### config.mk
export PLATFORM = sky130hd
export DESIGN_NAME = band_scale_eq_flat
export DESIGN_NICKNAME = d
export VERILOG_FILES = /design/src/rtl/band_scale_eq_if.sv /design/src/rtl/band_scale_eq.sv /design/src/flat_wrapper.sv
export SDC_FILE = /design/constraint.sdc
export NUM_CORES = 2
export LEC_CHECK = 0
export CORE_MARGIN = 2
export CORE_UTILIZATION = 60
export DETAILED_ROUTE_END_ITERATION = 8
export GPL_TIMING_DRIVEN = 0
export HOLD_SLACK_MARGIN = 0.06
export PLACE_DENSITY = 0.82
export SYNTH_ARGS = -nofsm -noshare
export SYNTH_HDL_FRONTEND = slang
export SYNTH_SLANG_ARGS = --single-unit
export TNS_END_PERCENT = 10
### constraint.sdc
create_clock -name clk -period 27 [get_ports clk]
set_clock_uncertainty 0.2 [all_clocks]
set_input_delay 2.7 -clock clk [delete_from_list [all_inputs] [get_ports clk]]
set_output_delay 2.7 -clock clk [all_outputs]
set_load 0.1 [all_outputs]
### src/rtl/band_scale_eq_if.sv
// Sample-set bus of the equalizer gain stage: band samples and POTs in,
// scaled bands, their sum and status flags out.
interface band_scale_eq_if #(
  parameter int NUM_BANDS = 5,
  parameter int AUDIO_W   = 16,
  parameter int POT_W     = 12
);
  logic                         vld_in;
  logic [NUM_BANDS*AUDIO_W-1:0] audio_in;
  logic [NUM_BANDS*POT_W-1:0]   pot_in;
  logic                         busy;
  logic                         vld_out;
  logic [NUM_BANDS*AUDIO_W-1:0] scaled_out;
  logic [AUDIO_W-1:0]           sum_out;
  logic                         ovr;

  modport master (
    output vld_in, audio_in, pot_in,
    input  busy, vld_out, scaled_out, sum_out, ovr
  );

  modport slave (
    input  vld_in, audio_in, pot_in,
    output busy, vld_out, scaled_out, sum_out, ovr
  );
endinterface

### src/rtl/band_scale_eq.sv
// band_scale_eq: multi-band gain stage. A single shared multiplier walks the
// bands one per clock, applying a slew-limited squared-POT gain, and produces
// saturated per-band outputs plus their saturated sum.
module band_scale_eq #(
  parameter int NUM_BANDS = 5,
  parameter int AUDIO_W   = 16,
  parameter int POT_W     = 12,
  parameter int SLEW      = 64
) (
  input  logic           clk,
  input  logic           rst_n,
  band_scale_eq_if.slave bus
);

  localparam int CNT_W  = $clog2(NUM_BANDS);
  localparam int ACC_W  = AUDIO_W + $clog2(NUM_BANDS);
  localparam int PROD_W = POT_W + 1 + AUDIO_W;
  localparam int SHIFT  = POT_W - 2;
  localparam int unsigned SLEW_U = SLEW;
  localparam logic [POT_W-1:0] SLEW_V   = POT_W'(SLEW_U);
  localparam logic [CNT_W-1:0] LAST_CNT = CNT_W'(NUM_BANDS - 1);
  localparam logic signed [AUDIO_W-1:0] SAT_MAX = {1'b0, {(AUDIO_W-1){1'b1}}};
  localparam logic signed [AUDIO_W-1:0] SAT_MIN = {1'b1, {(AUDIO_W-1){1'b0}}};

  typedef logic signed [AUDIO_W-1:0] sample_t;
  typedef logic [POT_W-1:0]          pot_t;
  typedef enum logic [1:0] {IDLE, CALC, FIN} state_t;

  state_t                  state_q, state_d;
  logic [CNT_W-1:0]        cnt_q, cnt_d;
  logic signed [ACC_W-1:0] acc_q, acc_d;
  sample_t                 audio_hold_q [NUM_BANDS];
  sample_t                 audio_hold_d [NUM_BANDS];
  pot_t                    pot_hold_q [NUM_BANDS];
  pot_t                    pot_hold_d [NUM_BANDS];
  pot_t                    g_q [NUM_BANDS];
  pot_t                    g_d [NUM_BANDS];
  sample_t                 stage_q [NUM_BANDS];
  sample_t                 stage_d [NUM_BANDS];
  sample_t                 scaled_q [NUM_BANDS];
  sample_t                 scaled_d [NUM_BANDS];
  sample_t                 sum_q, sum_d;
  logic                    vld_out_q, vld_out_d;
  logic                    ovr_q, ovr_d;

  pot_t                    pot_cur, g_cur, target, diff, g_new;
  sample_t                 audio_cur;
  logic [2*POT_W-1:0]      pot_sq;
  logic signed [PROD_W-1:0] g_ext, audio_ext, prod, prod_sh;
  logic [POT_W+1:0]        prod_top;
  sample_t                 scl;
  logic signed [ACC_W-1:0] scl_ext;
  logic [ACC_W-AUDIO_W:0]  acc_top;
  sample_t                 sum_sat;
  logic [NUM_BANDS*AUDIO_W-1:0] scaled_pack;

  // Per-band datapath: slew-limited gain update, then multiply with the new gain and saturate
  always_comb begin
    pot_cur   = pot_hold_q[cnt_q];
    g_cur     = g_q[cnt_q];
    audio_cur = audio_hold_q[cnt_q];
    pot_sq    = {{POT_W{1'b0}}, pot_cur} * {{POT_W{1'b0}}, pot_cur};
    target    = pot_sq[2*POT_W-1:POT_W];
    diff      = (target >= g_cur) ? (target - g_cur) : (g_cur - target);
    if (SLEW_U == 0 || 32'(diff) <= SLEW_U) begin
      g_new = target;
    end else if (target > g_cur) begin
      g_new = g_cur + SLEW_V;
    end else begin
      g_new = g_cur - SLEW_V;
    end
    g_ext     = PROD_W'($signed({1'b0, g_new}));
    audio_ext = PROD_W'(audio_cur);
    prod      = g_ext * audio_ext;
    prod_sh   = prod >>> SHIFT;
    prod_top  = prod_sh[PROD_W-1:AUDIO_W-1];
    if (&prod_top || ~|prod_top) begin
      scl = prod_sh[AUDIO_W-1:0];
    end else if (prod_sh[PROD_W-1]) begin
      scl = SAT_MIN;
    end else begin
      scl = SAT_MAX;
    end
    scl_ext = ACC_W'(scl);
    acc_top = acc_q[ACC_W-1:AUDIO_W-1];
    if (&acc_top || ~|acc_top) begin
      sum_sat = acc_q[AUDIO_W-1:0];
    end else if (acc_q[ACC_W-1]) begin
      sum_sat = SAT_MIN;
    end else begin
      sum_sat = SAT_MAX;
    end
  end

  // Sequencing: capture a set in IDLE, walk the bands in CALC, publish results in FIN
  always_comb begin
    state_d      = state_q;
    cnt_d        = cnt_q;
    acc_d        = acc_q;
    audio_hold_d = audio_hold_q;
    pot_hold_d   = pot_hold_q;
    g_d          = g_q;
    stage_d      = stage_q;
    scaled_d     = scaled_q;
    sum_d        = sum_q;
    vld_out_d    = 1'b0;
    ovr_d        = ovr_q;
    case (state_q)
      IDLE: begin
        if (bus.vld_in) begin
          for (int b = 0; b < NUM_BANDS; b++) begin
            audio_hold_d[b] = bus.audio_in[b*AUDIO_W +: AUDIO_W];
            pot_hold_d[b]   = bus.pot_in[b*POT_W +: POT_W];
          end
          cnt_d   = '0;
          acc_d   = '0;
          state_d = CALC;
        end
      end
      CALC: begin
        g_d[cnt_q]     = g_new;
        stage_d[cnt_q] = scl;
        acc_d          = acc_q + scl_ext;
        if (cnt_q == LAST_CNT) begin
          state_d = FIN;
        end else begin
          cnt_d = cnt_q + 1'b1;
        end
      end
      FIN: begin
        sum_d     = sum_sat;
        scaled_d  = stage_q;
        vld_out_d = 1'b1;
        state_d   = IDLE;
      end
      default: state_d = IDLE;
    endcase
    if (bus.vld_in && state_q != IDLE) begin
      ovr_d = 1'b1;
    end
  end

  // State and datapath registers; reset also clears the smoothing gains
  always_ff @(posedge clk) begin
    if (!rst_n) begin
      state_q      <= IDLE;
      cnt_q        <= '0;
      acc_q        <= '0;
      audio_hold_q <= '{default: '0};
      pot_hold_q   <= '{default: '0};
      g_q          <= '{default: '0};
      stage_q      <= '{default: '0};
      scaled_q     <= '{default: '0};
      sum_q        <= '0;
      vld_out_q    <= 1'b0;
      ovr_q        <= 1'b0;
    end else begin
      state_q      <= state_d;
      cnt_q        <= cnt_d;
      acc_q        <= acc_d;
      audio_hold_q <= audio_hold_d;
      pot_hold_q   <= pot_hold_d;
      g_q          <= g_d;
      stage_q      <= stage_d;
      scaled_q     <= scaled_d;
      sum_q        <= sum_d;
      vld_out_q    <= vld_out_d;
      ovr_q        <= ovr_d;
    end
  end

  // Pack the per-band results into the output bus layout
  always_comb begin
    scaled_pack = '0;
    for (int b = 0; b < NUM_BANDS; b++) begin
      scaled_pack[b*AUDIO_W +: AUDIO_W] = scaled_q[b];
    end
  end

  assign bus.busy       = (state_q != IDLE);
  assign bus.vld_out    = vld_out_q;
  assign bus.scaled_out = scaled_pack;
  assign bus.sum_out    = sum_q;
  assign bus.ovr        = ovr_q;

endmodule

### src/flat_wrapper.sv
// flat-port wrapper written by rule: the top's interface ports become plain ports
module band_scale_eq_flat 
#(
  parameter int NUM_BANDS = 5,
  parameter int AUDIO_W   = 16,
  parameter int POT_W     = 12,
  parameter int SLEW      = 64
)
  (clk, rst_n, bus_vld_in, bus_audio_in, bus_pot_in, bus_busy, bus_vld_out, bus_scaled_out, bus_sum_out, bus_ovr);
  band_scale_eq_if #(.NUM_BANDS(NUM_BANDS), .AUDIO_W(AUDIO_W), .POT_W(POT_W)) bus_i ();
  input  logic clk;
  input  logic rst_n;
  input wire logic [$bits(bus_i.vld_in)-1:0] bus_vld_in;
  input wire logic [$bits(bus_i.audio_in)-1:0] bus_audio_in;
  input wire logic [$bits(bus_i.pot_in)-1:0] bus_pot_in;
  output wire logic [$bits(bus_i.busy)-1:0] bus_busy;
  output wire logic [$bits(bus_i.vld_out)-1:0] bus_vld_out;
  output wire logic [$bits(bus_i.scaled_out)-1:0] bus_scaled_out;
  output wire logic [$bits(bus_i.sum_out)-1:0] bus_sum_out;
  output wire logic [$bits(bus_i.ovr)-1:0] bus_ovr;
  assign bus_i.vld_in = bus_vld_in;
  assign bus_i.audio_in = bus_audio_in;
  assign bus_i.pot_in = bus_pot_in;
  assign bus_busy = bus_i.busy;
  assign bus_vld_out = bus_i.vld_out;
  assign bus_scaled_out = bus_i.scaled_out;
  assign bus_sum_out = bus_i.sum_out;
  assign bus_ovr = bus_i.ovr;
  band_scale_eq #(.NUM_BANDS(NUM_BANDS), .AUDIO_W(AUDIO_W), .POT_W(POT_W), .SLEW(SLEW)) u_core (.clk(clk), .rst_n(rst_n), .bus(bus_i));
endmodule
# After elaboration in Yosys (flattened, before gate mapping)
# Index checks and enable logic that the tools add are counted.
# totals
out_inout_bits	99
inputBits	143
ff_bits	402
wordCells	99
# op_classes
reduce_logical	17
n_lt_le_gt_ge	5
mul	2
addsub	6
n_eq_ne	6
n_bitwise	1
n_mux	31
# ops
cell	count
16-bit two-way mux	7
12-bit two-way mux	8
80-bit bitwise mux	1
12-bit binary-select mux with 3-bit select	2
60-bit bitwise mux	1
16-bit binary-select mux with 3-bit select	1
16-bit demux with 3-bit select	1
19-bit one-hot mux with 2 select lines	1
12-bit demux with 3-bit select	1
13-bit by 16-bit multiplier with 29-bit output	1
12-bit by 12-bit multiplier with 24-bit output	1
12-bit subtractor	2
19-bit by 16-bit adder with 19-bit output	1
19-bit two-way mux	1
12-bit by 7-bit adder with 12-bit output (second input constant)	1
12-bit greater-or-equal comparator	1
12-bit greater-than comparator	1
12-bit by 7-bit <= comparator with 1-bit output (second input constant)	1
12-bit by 7-bit subtractor with 12-bit output (second input constant)	1
4-bit AND reduction	2
4-bit OR reduction	2
3-bit two-way mux	2
3-bit one-hot mux with 2 select lines	1
2-bit AND reduction	3
other kinds (18)	24

# Logic depth before layout (Yosys ltp)
# logic_depth
depth_word	16
depth_mapped	105
mapped_depth_nobuf	92

# Worst setup path after synthesis
# OpenSTA, ideal clock, no wires.
# synth_timing
path_type	reg2reg
startpoint	register u_core.cnt_q[0]
endpoint	register u_core.acc_q[18]
t_arrival_ps	20259
path_stages_with_launch	95
required_time_ps	26685
slack_ps	6426
period_less_slack_ps	20574
setup_ps	115
path_buffers	11
path_cell_list	dfxtp_1 -> buf_2 -> buf_6 -> buf_4 -> buf_1 -> buf_1 -> buf_1 -> clkbuf_1 -> mux2i_1 -> o22a_1 -> inv_1 -> nand2_1 -> inv_1 -> fa_1 -> inv_1 -> fa_1 -> fa_1 -> inv_1 -> [... 59 more ...] -> nor2b_1 -> o21ai_0 -> a21oi_1 -> o21ai_0 -> a21oi_1 -> o21ai_0 -> a21oi_1 -> o21ai_0 -> a21oi_1 -> o21ai_0 -> a21boi_0 -> o21ai_0 -> a21oi_1 -> o41ai_1 -> xnor2_1 -> nand2_1 -> mux2i_1 -> and2_1
# synth_via
elab_chain_cells	16
word_cells_on_any_way	30
classes_between	add/sub (5); mul (2); order compare (3); mux (15); bitwise (1); reduce/logical (4)
# synth_rtl
item	line_no	text
start: declaration	band_scale_eq.sv:30	logic [CNT_W-1:0] cnt_q, cnt_d;
start signal: assignment	band_scale_eq.sv:159	cnt_q <= cnt_d;
3-bit inverter with 4-bit output (implied by the code) (*)	band_scale_eq.sv:59, band_scale_eq.sv:60, band_scale_eq.sv:61	
12-bit binary-select mux with 3-bit select	band_scale_eq.sv:59	pot_cur = pot_hold_q[cnt_q];
12-bit two-way mux (implied by the code) (2 in series)	band_scale_eq.sv:59	
12-bit by 12-bit multiplier with 24-bit output	band_scale_eq.sv:62	pot_sq = {{POT_W{1'b0}}, pot_cur} * {{POT_W{1'b0}}, pot_cur};
12-bit subtractor / 12-bit greater-or-equal comparator (equally long branches)	band_scale_eq.sv:64	diff = (target >= g_cur) ? (target - g_cur) : (g_cur - target);
12-bit two-way mux	band_scale_eq.sv:64	
12-bit by 7-bit <= comparator with 1-bit output	band_scale_eq.sv:65	if (SLEW_U == 0 || 32'(diff) <= SLEW_U) begin
12-bit two-way mux	band_scale_eq.sv:65	
13-bit by 16-bit multiplier with 29-bit output (*)	band_scale_eq.sv:74	prod = g_ext * audio_ext;
4-bit OR reduction	band_scale_eq.sv:77	if (&prod_top || ~|prod_top) begin
1-bit logical NOT	band_scale_eq.sv:77	
1-bit logical OR	band_scale_eq.sv:77	
16-bit two-way mux (*)	band_scale_eq.sv:77	
net u_core.scl[0]	band_scale_eq.sv:51	sample_t scl;
19-bit by 16-bit adder with 19-bit output (*)	band_scale_eq.sv:123	acc_d = acc_q + scl_ext;
19-bit one-hot mux with 2 select lines (*)	band_scale_eq.sv:108	case (state_q)
end signal: assignment	band_scale_eq.sv:148	acc_q <= '0;
end signal: assignment	band_scale_eq.sv:160	acc_q <= acc_d;
end: declaration	band_scale_eq.sv:31	logic signed [ACC_W-1:0] acc_q, acc_d;
# Mark *: on every way through the listed nets, which the timed path passes. The rest lies on a longest branch. The select of a mux whose other input is x is not followed.
# A chain may end at the register's enable or synchronous reset.

# Final worst setup path
# Same ends and word-level chain as after synthesis.

==> impl_metrics.csv <==
group,metric,value,unit
critical_path,worstSetupPathType,"reg -> reg",
clock_tree,path_clk_slew,60,ps
critical_path,end_kind,"register",
timing,setup_viol,0,
pwr,p_clk_share,14.7,%
clock_tree,clock_latency,580,ps
synth,yosys_warnings,0,
layout,drive_gt1_share,3.785,%
timing,fin_crit_sh,94.85,%
min_path,hp-class,"reg -> reg",
clock_tree,post_cts_buffers,0,
layout,final_cell_mix,"661 x nand2_1, 429 x inv_1, 402 x dfxtp_1, 374 x a21oi_1, 287 x nor2_1",
synth,synthCells,3622,
pwr,combPwrFrac,68.2,%
timing,max_slew_margin,15.90,%
synth,synth_ff_type,"dfxtp_1",
synth,synth-edff-count,0,
min_path,min_from,"u_core.stage_q[64]",
critical_path,worstSetupStartpointType,"register",
pwr,ir_drop,0.2902,mV
synth,yosysSeqAreaShare,27.74,%
global_routing,grt_first_pass_wirelength,138.0,mm
layout,syn_to_final_growth,15.56,%
min_path,holdPathEnd,"u_core.bus.scaled_out[0]",
pwr,p_int,1836,uW
die,coreArea,0.04775,mm2
global_routing,antenna_found_initial,1,
critical_path,critPathArrivalTime,25870,ps
layout,layout_commonest_cell,"nand2_1",
clock_tree,cts_hold_buf,0,
placement,portBuffers,241,
timing,rsz0062_at_grt,"no",
clock_tree,tritoncts,"yes",
outcome,outcome,"completed",
routing,drc,0,
pwr,powerDensity,114.0,mW/mm2
layout,final_core_util,70.22,%
synth,synth-seq-cells,402,
critical_path,rr_worst_depth,94,
synth,synth-async-reset-ratio,0,%
routing,drt-total-wl,87.11,mm
routing,firstDrtPassIters,6,
global_routing,grt-ovfl-total,0,
placement,dp_hpwl,67.86,mm
routing,avgViaCountPerCell,5.878,
clock_tree,h-tree-depth,2,
critical_path,slowest_stage,"mux2i_1",
clock_tree,ctsResizeCount,0,
clock_tree,cts_buffers,41,
die,rows,80,
synth,syn_avg_cell_area,8.010,um2
critical_path,reg2reg_to,"u_core.acc_q[18]",
routing,drt_iter0_drc,2512,
synth,syn_area,0.02901,mm2
placement,finalWeightedCongestion,0.9690,
synth,yosysUniqueCellTypes,91,
clock_tree,clk_path_buf_depth,3,
timing,fmax,39.05,MHz
routing,vias,26762,
min_path,hold_path_depth,2,
global_routing,grt_start_max_net_pins,15,
critical_path,crit_start,"u_core.cnt_q[0]",
timing,period_minus_slack,25610,ps
synth,syn-num-nets,4185,
routing,wire_per_inst,19.13,um
timing,tightest_slew,1226,ps
die,dieArea,0.05013,mm2
timing,slew_viol_final,0,
critical_path,r2r_start,"u_core.cnt_q[0]",
critical_path,r2r_slack,1390,ps
timing,final-hold-violation-count,0,
clock_tree,clock-sinks,402,
global_routing,grt_pass1_vias,26309,
critical_path,crit_fanout,10,
die,die_h,223.9,um
die,die_w,223.9,um
pwr,leakage,0.01457,uW
routing,drtAntennaViolNets,0,
pwr,p_seq_share,17.1,%
die,initial_core_util,60.77,%
timing,fin_setup_tns,0,ps
pwr,p_sw,1985,uW
pwr,p_sw_share,51.96,%
clock_tree,root_buffer,"clkbuf_16",
die,num_io_pins,242,
layout,fin_nets,4469,
job,drv_cap,0,
critical_path,crit_required,27270,ps
global_routing,grt_usage,34.98,%
critical_path,max_stage_delay,900,ps
layer usage:
metal	global-route usage (%)	part of all wire, %	vias up
met5	0	0	-
met4	18.17	5.6	0
met3	5.378	9.0	282
met2	58.82	47	1388
met1	43.68	38	12733
li1	-	-	12359
logic make-up (layout without fill, tap and decap cells):
logic type | Yosys count | in the layout | share of synthesized area (%)
xor gates and xnor gates | 57 | 57 | 1.721
muxes | 78 | 78 | 2.924
buffers and inverters | 647 | 962 | 8.513
adders and majority gates | 420 | 420 | 24.79
and+or+nand+nor | 1235 | 1235 | 18.00
other | 0 | 1 | 0
DFF | 402 | 402 | 27.74
AOI/OAI and AO/OA | 783 | 783 | 16.31
critical path: cells and delay by family, from the launching register on:
family | cells | cell delay [ps]
AO/OA/AOI/OAI | 33 | 7010
AND/OR/NAND/NOR | 18 | 4260
buffers and inverters | 22 | 5630
flip-flops | 1 | 380
adder cells (fa/ha/maj) | 15 | 6260
multiplexers | 3 | 1240
XOR/XNOR | 3 | 470
flip-flops by register name, indices dropped and copies added, names as in the netlist:
name / flops
u_core.acc_q: 19
u_core.audio_hold_q: 80
u_core.bus.ovr: 1
u_core.bus.scaled_out: 80
u_core.bus.sum_out: 16
u_core.bus.vld_out: 1
u_core.cnt_q: 3
u_core.g_q: 60
u_core.pot_hold_q: 60
u_core.stage_q: 80
u_core.state_q: 2
stage by stage:
stage / cells / worst slack [ps] / cell area, um2 / power, uW / hold WS (ps)
3_5_place_dp: 4478 / 2070 / 32190 / 3192 / 242.6
4_1_cts: 4552 / 2014 / 33520 / 3760 / 253.1
2_1_floorplan: 3622 / 6426 / 29010 / 2484 / 228.8
6_report: 4553 / 1392 / 33530 / 3821 / 252.4
5_1_grt: 4552 / 77.83 / 33520 / 4096 / 267.0
3_3_place_gp: 4478 / 2210 / 32190 / 3144 / 239.6
synthesized netlist by cell type, drive strengths merged, types with 16 or more instances:
cell,instances,area share (%)
clkbuf,186,2.4
a22oi,20,0.52
a21oi,379,6.7
o21a,24,0.62
mux2i,51,1.8
a211oi,35,0.97
xnor2,39,1.2
inv,440,5.7
o21ai,159,2.9
nand2b,19,0.41
buf,19,0.39
xor2,18,0.54
o22ai,24,0.52
and2,32,0.70
fa,258,18
dfxtp,402,28
nor3,43,0.76
ha,162,7.0
nor2,287,3.7
mux2,24,0.93
nor2b,25,0.54
a21boi,20,0.52
nand2,662,8.6
nand3,107,1.8
a21o,35,0.91
and3,16,0.35
worst max path at each step:
stage / end / depth (start not counted)
global route: u_core.acc_q[18] / 93
CTS: u_core.acc_q[18] / 95
finish: u_core.acc_q[18] / 94
detailed placement: u_core.acc_q[18] / 95
floorplan: u_core.acc_q[18] / 94
global placement: u_core.acc_q[18] / 96
power by group through the flow:
| stage | registers (uW) | clock network [uW] | logic [uW] |
|---|---|---|---|
| finish | 653 | 563 | 2600 |
| global route | 657 | 589 | 2850 |
| CTS | 652 | 563 | 2550 |
| detailed placement | 665 | 0 | 2530 |
| global placement | 664 | 0 | 2480 |
| floorplan | 658 | 0 | 1830 |
cell type report:
cell class                      instances  area (um2)
Buffer                                205       810.8
Clock buffer                           63        1240
Clock inverter                         11       88.84
Sequential cell                       402        8048
Inverter                              442        1659
Tap cell                              615       769.5
Multi-Input combinational cell       2573       18500
Antenna cell                            1       2.502
Timing Repair Buffer                  241        2412
Fill cell                            3838       14220
No activity file was read; power rests on OpenSTA's default activity.
